File: src/rtl/bitplane_oe_scheduler.sv
// bitplane_oe_scheduler: times the HUB75 output-enable window of each latched bitplane, with dead time, dimming, tail blanking and overlap detection
package params_pkg;
  localparam int BRIGHTNESS_LEVELS = 8;
endpackage

module bitplane_oe_scheduler #(
  parameter int BASE_TIMEOUT = 23,
  parameter int BRIGHTNESS_LEVELS = params_pkg::BRIGHTNESS_LEVELS,
  parameter int DEADTIME = 2,
  parameter int DIM_WIDTH = 4,
  localparam int TW = $clog2(BASE_TIMEOUT) + BRIGHTNESS_LEVELS + 1
) (
  input  logic                         clk_in,
  input  logic                         reset,
  input  logic                         row_latch,
  input  logic [BRIGHTNESS_LEVELS-1:0] brightness_mask_active,
  input  logic                         mode,
  input  logic [DIM_WIDTH-1:0]         dimmer,
  output logic                         output_enable,
  output logic                         exceeded_overlap_time,
  output logic                         plane_done,
  output logic [TW-1:0]                timeout_value
);
  typedef enum logic [2:0] {IDLE, DEAD, ON, TAIL, DONE} state_t;
  state_t state, nxt;
  logic [TW-1:0] timer, nxt_timer, on_q, tail_q, src_on, src_tail, weight, t_cap, on_cap;
  logic [TW+DIM_WIDTH-1:0] prod;
  logic latch_q, lat_edge, busy, fin;
  int idx;
  // Capture arithmetic for the presented plane and next-phase selection; empty phases are skipped
  always_comb begin
    idx = 0;
    for (int i = 0; i < BRIGHTNESS_LEVELS; i++) if (brightness_mask_active[i]) idx = i;
    weight = brightness_mask_active == '0 ? '0 : mode ? TW'(1) : TW'(1) << idx;
    t_cap = TW'(BASE_TIMEOUT) * weight;
    prod = (TW+DIM_WIDTH)'(t_cap) * ((TW+DIM_WIDTH)'(dimmer) + (TW+DIM_WIDTH)'(1));
    on_cap = TW'(prod >> DIM_WIDTH);
    lat_edge = row_latch & ~latch_q;
    busy = state == DEAD || state == ON || state == TAIL;
    src_on = lat_edge ? on_cap : on_q;
    src_tail = lat_edge ? t_cap - on_cap : tail_q;
    fin = timer <= TW'(1);
    nxt = lat_edge ? (DEADTIME != 0 ? DEAD : src_on != '0 ? ON : src_tail != '0 ? TAIL : DONE)
        : state == DEAD && fin ? (src_on != '0 ? ON : src_tail != '0 ? TAIL : DONE)
        : state == ON && fin ? (src_tail != '0 ? TAIL : DONE)
        : state == TAIL && fin ? DONE
        : state == DONE ? IDLE : state;
    nxt_timer = !(lat_edge || nxt != state) ? timer - TW'(timer != '0)
              : nxt == DEAD ? TW'(DEADTIME) : nxt == ON ? src_on : nxt == TAIL ? src_tail : '0;
  end
  // Plane FSM with registered OE, done pulse and sticky overlap flag
  always_ff @(posedge clk_in or posedge reset) begin
    if (reset) begin
      state <= IDLE;
      timer <= '0;
      on_q <= '0;
      tail_q <= '0;
      latch_q <= 1'b0;
      output_enable <= 1'b0;
      plane_done <= 1'b0;
      exceeded_overlap_time <= 1'b0;
      timeout_value <= '0;
    end else begin
      latch_q <= row_latch;
      state <= nxt;
      timer <= nxt_timer;
      output_enable <= nxt == ON;
      plane_done <= nxt == DONE;
      exceeded_overlap_time <= lat_edge && busy ? 1'b1 : nxt == DONE ? 1'b0 : exceeded_overlap_time;
      if (lat_edge) begin
        on_q <= on_cap;
        tail_q <= t_cap - on_cap;
        timeout_value <= t_cap;
      end
    end
  end
endmodule

File: config.mk
export PLATFORM = sky130hd
export DESIGN_NAME = bitplane_oe_scheduler
export DESIGN_NICKNAME = d
export VERILOG_FILES = /design/src/rtl/bitplane_oe_scheduler.sv
export SDC_FILE = /design/constraint.sdc
export NUM_CORES = 1
export LEC_CHECK = 0
export CORE_ASPECT_RATIO = 1.5
export CORE_MARGIN = 2
export CORE_UTILIZATION = 45
export DETAILED_ROUTE_END_ITERATION = 8
export PLACE_DENSITY = 0.62
export SYNTH_ARGS = -nofsm -noshare
export SYNTH_HDL_FRONTEND = slang
export SYNTH_SLANG_ARGS = --single-unit
File: constraint.sdc
create_clock -name clk_in -period 5.3 [get_ports clk_in]
set_input_delay 0.53 -clock clk_in [delete_from_list [all_inputs] [get_ports clk_in]]
set_output_delay 0.53 -clock clk_in [all_outputs]
set_load 0.1 [all_outputs]
Word level (Yosys, flattened, before mapping)
Cells that the tools add are included.
- add/subtract/negate cells: 3
- multipliers: 2
- $lt $le $gt $ge: 1
- equality and inequality tests: 9
- shift operators: 1
- multiplexer cells: 24
- bitwise logic cells: 2
- reduce and logical (&&, ||, !) cells: 12
- operators by type and width (cell ; number):
    32-bit 2-to-1 mux ; 5
    14-bit 2-to-1 mux ; 8
    14-bit nonzero test ; 3
    1-bit by 32-bit << shifter with 14-bit output (first input constant) ; 1
    3-bit 2-to-1 mux ; 7
    14-bit by 5-bit multiplier with 18-bit output ; 1
    14-bit by 1-bit less-or-equal comparator with 1-bit output (second input constant) ; 1
    5-bit by 14-bit multiplier with 14-bit output (first input constant) ; 1
    14-bit by 1-bit subtractor with 14-bit output ; 1
    14-bit subtractor ; 1
    3-bit by 2-bit equality test with 1-bit output (second input constant) ; 4
    8-bit logical NOT ; 1
    3-bit by 1-bit equality test with 1-bit output (second input constant) ; 2
    3-bit equality test (second input constant) ; 2
    4-bit by 1-bit adder with 5-bit output (second input constant) ; 1
    1-bit logical AND ; 4
    1-bit logical OR ; 3
    1-bit 2-to-1 mux ; 3
    3-bit != test ; 1
    2-bit 2-to-1 mux ; 1
    2-bit nonzero test ; 1
    1-bit bitwise AND ; 1
    1-bit inverter ; 1
- flip-flop bits (word level): 63
- bits of input ports: 16
- logic and storage cells: 63

Logic depth before layout (Yosys ltp)
- word-level depth: 24
- mapped depth: 48

Worst setup path after synthesis
Ideal clock, no wire load.
- path kind: in2reg
- start: in brightness_mask_active[2]
- end: reg timer[12]
- setup time: 0.080 ns
- arrival: 10.212 ns
- data required time: 5.220 ns
- slack: -4.992 ns
- stages on the path: 42
- path buffers: 2
- cell sequence: nor4_2 nand2_1 mux2i_1 inv_1 ha_1 ha_1 inv_1 fa_1 inv_1 ha_1 nor2b_1 o21ai_0 a21boi_0 o21ai_0 nand2b_1 a21o_1 a21o_1 xor2_1 (+6 left out) clkbuf_1 a21oi_1 nand2_1 a221oi_1 o21ai_0 xnor2_1 ha_1 o21a_1 o21ba_2 a211oi_1 o22ai_1 a2111o_1 a2111oi_4 nand4_2 nand3_4 or3b_4 buf_6 o22ai_2
- cells in the longest elaborated chain, start to end: 23
- RTL lines (element ; RTL line ; text):
    start: declaration ; 16 ; input logic [BRIGHTNESS_LEVELS-1:0] brightness_mask_active,
    2-bit 2-to-1 mux ; 33 ; for (int i = 0; i < BRIGHTNESS_LEVELS; i++) if (brightness_mask_active[i]) idx = i;
    32-bit 2-to-1 mux (5 in series) ; 33 ;
    1-bit by 32-bit << shifter with 14-bit output ; 34 ; weight = brightness_mask_active == '0 ? '0 : mode ? TW'(1) : TW'(1) << idx;
    14-bit 2-to-1 mux ; 34 ;
    14-bit 2-to-1 mux (*) ; 34 ;
    5-bit by 14-bit multiplier with 14-bit output (*) ; 35 ; t_cap = TW'(BASE_TIMEOUT) * weight;
    via t_cap[0] ; 26 ; logic [TW-1:0] timer, nxt_timer, on_q, tail_q, src_on, src_tail, weight, t_cap, on_cap;
    14-bit by 5-bit multiplier with 18-bit output ; 36 ; prod = (TW+DIM_WIDTH)'(t_cap) * ((TW+DIM_WIDTH)'(dimmer) + (TW+DIM_WIDTH)'(1));
    (+3 left out) ; n/a ;
    3-bit 2-to-1 mux ; 44, 45 ;
    3-bit 2-to-1 mux (on tied branches) ; 45, 44 ;
    3-bit 2-to-1 mux ; 44 ; : state == DEAD && fin ? (src_on != '0 ? ON : src_tail != '0 ? TAIL : DONE)
    3-bit 2-to-1 mux ; 43 ; nxt = lat_edge ? (DEADTIME != 0 ? DEAD : src_on != '0 ? ON : src_tail != '0 ? TAIL : DONE)
    3-bit by 2-bit equality test with 1-bit output ; 49 ; : nxt == DEAD ? TW'(DEADTIME) : nxt == ON ? src_on : nxt == TAIL ? src_tail : '0;
    14-bit 2-to-1 mux (3 in series) ; 49 ;
    14-bit 2-to-1 mux (*) ; 48 ; nxt_timer = !(lat_edge || nxt != state) ? timer - TW'(timer != '0)
    via nxt_timer[12] ; 26 ;
    end signal: assignment ; 66 ; timer <= nxt_timer;
    end: declaration ; 26 ;
Mark *: on every way through the listed nets, which the timed path passes. The rest lies on a longest branch.
A chain may end at the register's enable or synchronous reset.

Worst setup path in the final report
- start: in brightness_mask_active[7]
- end: reg timer[2]
- cells in the longest elaborated chain, start to end: 18
- RTL lines (element ; RTL line ; text):
    32-bit 2-to-1 mux ; 33 ;
    1-bit by 32-bit << shifter with 14-bit output ; 34 ;
    14-bit 2-to-1 mux ; 34 ;
    14-bit 2-to-1 mux (*) ; 34 ;
    5-bit by 14-bit multiplier with 14-bit output (*) ; 35 ;
    via t_cap[9] ; 26 ;
    14-bit by 5-bit multiplier with 18-bit output ; 36 ;
    14-bit subtractor ; 41 ; src_tail = lat_edge ? t_cap - on_cap : tail_q;
    (+2 left out) ; n/a ;
    3-bit 2-to-1 mux ; 44, 45 ;
    3-bit 2-to-1 mux (on tied branches) ; 45, 44 ;
    3-bit 2-to-1 mux (*) ; 44 ;
    3-bit 2-to-1 mux (*) ; 43 ;
    3-bit by 2-bit equality test with 1-bit output ; 49 ;
    14-bit 2-to-1 mux (3 in series) ; 49 ;
    14-bit 2-to-1 mux (*) ; 48 ;
    via nxt_timer[2] ; 26 ;
Marks and branches as above.

==> flow_metrics.tcl <==
set metrics [dict create \
    yosys_warnings 0 \
    syn_nets 990 \
    clock_latency_ps 330 \
    critical_path.top_delay_family "adder cells" \
    hold_viol 0 \
    slew_headroom 0.339 \
    cts_sinks 63 \
    worstPathRequired_ps 5550 \
    rsz0062_at_grt "true" \
    drt-wirelength-per-cell_um 18.7 \
    worst_slack_ps -4410 \
    die-area_sq_um 17500 \
    path_class "input port to flop" \
    clock_path_buffers 2 \
    cts_hold_buf 0 \
    maxClockFrequency_mhz 103 \
    synth_async_sr_flop_share 1.00 \
    ant_nets 0 \
    grt_overflow 0 \
    antenna_found_initial 0 \
    ys.flop_type "dfrtp_1" \
    ys_ff_latch 63 \
    final_cell_count_no_fill 1396 \
    critPathMaxStageDelay_ps 560 \
    arrival_ps 9960 \
    port_buffers 32 \
    vias 8010 \
    drv_slew 0 \
    clk_pin_slew_ps 60 \
    critPathCaptureType "flop" \
    cp_slowest_cell "fa_1" \
    path_max_fanout 7 \
    routed_wl_um 26200 \
    firstDrtPassIters 5 \
    reg2reg_depth 12 \
    period_share 1.83 \
    area_delta_synth_final_pct 67.1 \
    hold_path.class "flop to flop" \
    holdPathStages 2 \
    hpwl_um 18200 \
    layout_commonest_cell "buf_4" \
    synth_edf_count 0 \
    nNetsFinal 1312 \
    ys_types 88 \
    grt_pass1_vias 8643 \
    cts_tree "done" \
    worst_slew_pin_slew_ps 989 \
    final_core_util 0.766 \
    start_util 0.459 \
    grt_usage 0.291 \
    grt_pass1_wl_um 40200 \
    num_io_pins 33 \
    peakVddDrop_uv 366 \
    cts_made_buffers 9 \
    grt_max_degree 64 \
    drc 0 \
    dp_cells 1307 \
    core-area_sq_um 16100 \
    rows 57 \
    syn_avg_cell_area_sq_um 8.57 \
    routabilityCongestion 0.936 \
    layout_common_cells "buf_4, nand2_1, dfrtp_1, buf_6, inv_1" \
    fill_cells 1055 \
    cts_root_buf "clkbuf_16" \
    h-tree-depth 3 \
    violations "setup timing" \
    drive_gt1_frac 0.501 \
    syn_area_sq_um 7390 \
    pwr_density_cell_nw_per_um2 374 \
    ys_seq_area_frac 0.213 \
    fin_crit_ps 9710 \
    finClkSkew_ps 7.09 \
    crit_cells 41 \
    power.leakage_nw 5.60 \
    crit_top_cell "fa_1" \
    maxCapViolations 0 \
    first_iter_violations 446 \
    worstSetupStartpointType "input port" \
    dp_slack_ps -5200 \
    die_x_um 109 \
    setup_violations 47 \
    synth_cells 863 \
    outcome "complete, but fails checks" \
    n_antenna_cell 0 \
    via_per_inst 5.74 \
    die_height_um 161 \
    path_buf_inv 9 \
]
-- tightest hold or removal path, delay by kind of cell, from the launching register on --
family        cells  cell delay, ps
simple gates      2             110
flops             1             340
-- metal layers --
layer | up-vias | GRT usage | part of all wire
met5 | - | 0 | 0
met4 | 0 | 0.164 | 0.061
met3 | 101 | 0.0291 | 0.027
met2 | 233 | 0.570 | 0.57
met1 | 3973 | 0.286 | 0.34
li1 | 3703 | - | -
-- report_power, final --
part           switching (W)  internal, W
combinational        0.00166      0.00163
clock               0.000219     0.000367
sequential          0.000105     0.000633
total                0.00198      0.00263
-- what timing repair did --
action / CTS / global route
setup endpoints to repair: 48 / 48
setup buffers: 65 / 31
resized for setup: 216 / 97
pin swaps: 120 / 110
gates cloned: 3 / 0
-- through the flow --
stage          setup TNS [ps]  hold WS, ps  area [sq um]  power (W)
2_1_floorplan         -117260          453          8010    0.00227
3_3_place_gp          -163320          461         10200    0.00306
3_5_place_dp          -169760          462         10200    0.00311
6_report              -129840          476         12400    0.00462
4_1_cts               -120100          476         11900    0.00430
5_1_grt               -145800          484         12400    0.00485
-- worst paths after layout --
| kind | slack [ps] | to | startpoint |
|---|---|---|---|
| setup / recovery | -4410 | timer[2] | brightness_mask_active[7] |
| hold / removal | 480 | timeout_value[4] | timeout_value[4] |
| setup reg to reg | 1050 | timer[2] | latch_q |
| hold reg to reg | 480 | timeout_value[4] | timeout_value[4] |
| max in group asynchronous | 3960 | tail_q[3] | reset |
| min in group asynchronous | 770 | plane_done | reset |
-- Yosys cell counts, types with 3 or more instances --
master / count / share of area
or2_2: 5 / 0.0042
mux2_2: 5 / 0.0076
buf_2: 3 / 0.0020
nor4_1: 4 / 0.0034
o31ai_1: 6 / 0.0061
nand3_1: 15 / 0.010
a21o_1: 10 / 0.010
nor3_1: 24 / 0.016
a2111oi_0: 5 / 0.0059
a22oi_1: 3 / 0.0030
a221oi_1: 4 / 0.0047
xnor2_1: 27 / 0.032
and3_1: 6 / 0.0051
a21boi_0: 3 / 0.0030
nand4_1: 12 / 0.010
o21a_1: 13 / 0.013
dfrtp_1: 63 / 0.21
clkbuf_1: 29 / 0.015
or4_1: 6 / 0.0061
buf_1: 3 / 0.0015
nand3b_1: 4 / 0.0041
fa_1: 45 / 0.12
nor2_1: 53 / 0.027
a31oi_1: 7 / 0.0059
o22ai_1: 7 / 0.0059
xor2_1: 12 / 0.014
mux2i_1: 17 / 0.023
o31a_1: 3 / 0.0036
inv_1: 75 / 0.038
or3_1: 7 / 0.0059
and2_1: 17 / 0.014
o21ai_0: 37 / 0.025
o21bai_1: 3 / 0.0030
nor2b_1: 13 / 0.011
ha_1: 66 / 0.11
o22ai_2: 10 / 0.017
a21oi_1: 34 / 0.023
nand2b_1: 16 / 0.014
nand2_1: 119 / 0.060
o211ai_1: 9 / 0.0091
-- flip-flops by register name, indices dropped and copies added, names as in the netlist --
name                   cells
state                      3
timeout_value             14
exceeded_overlap_time      1
latch_q                    1
on_q                      14
timer                     14
output_enable              1
tail_q                    14
plane_done                 1
-- kinds of logic after synthesis --
logic type,after synthesis,share of synthesized area
AO/OA/AOI/OAI,193,0.193
XOR/XNOR,40,0.0492
adder cells (fa/ha/maj),111,0.234
buffers and inverters,112,0.0594
flip-flops,63,0.213
multiplexers,22,0.0306
AND/OR/NAND/NOR,322,0.221
-- final cells by class --
cell class	instances	area, sq um	share of cell area
clock buffers	14	284	0.0230
multi-input cells	689	6980	0.565
clock inverters	2	12.5	0.00101
inverters	75	292	0.0236
well taps	206	258	0.0209
flip-flops and latches	63	1580	0.128
repair buffers	347	2950	0.239
(Power assumes the default switching activity.)
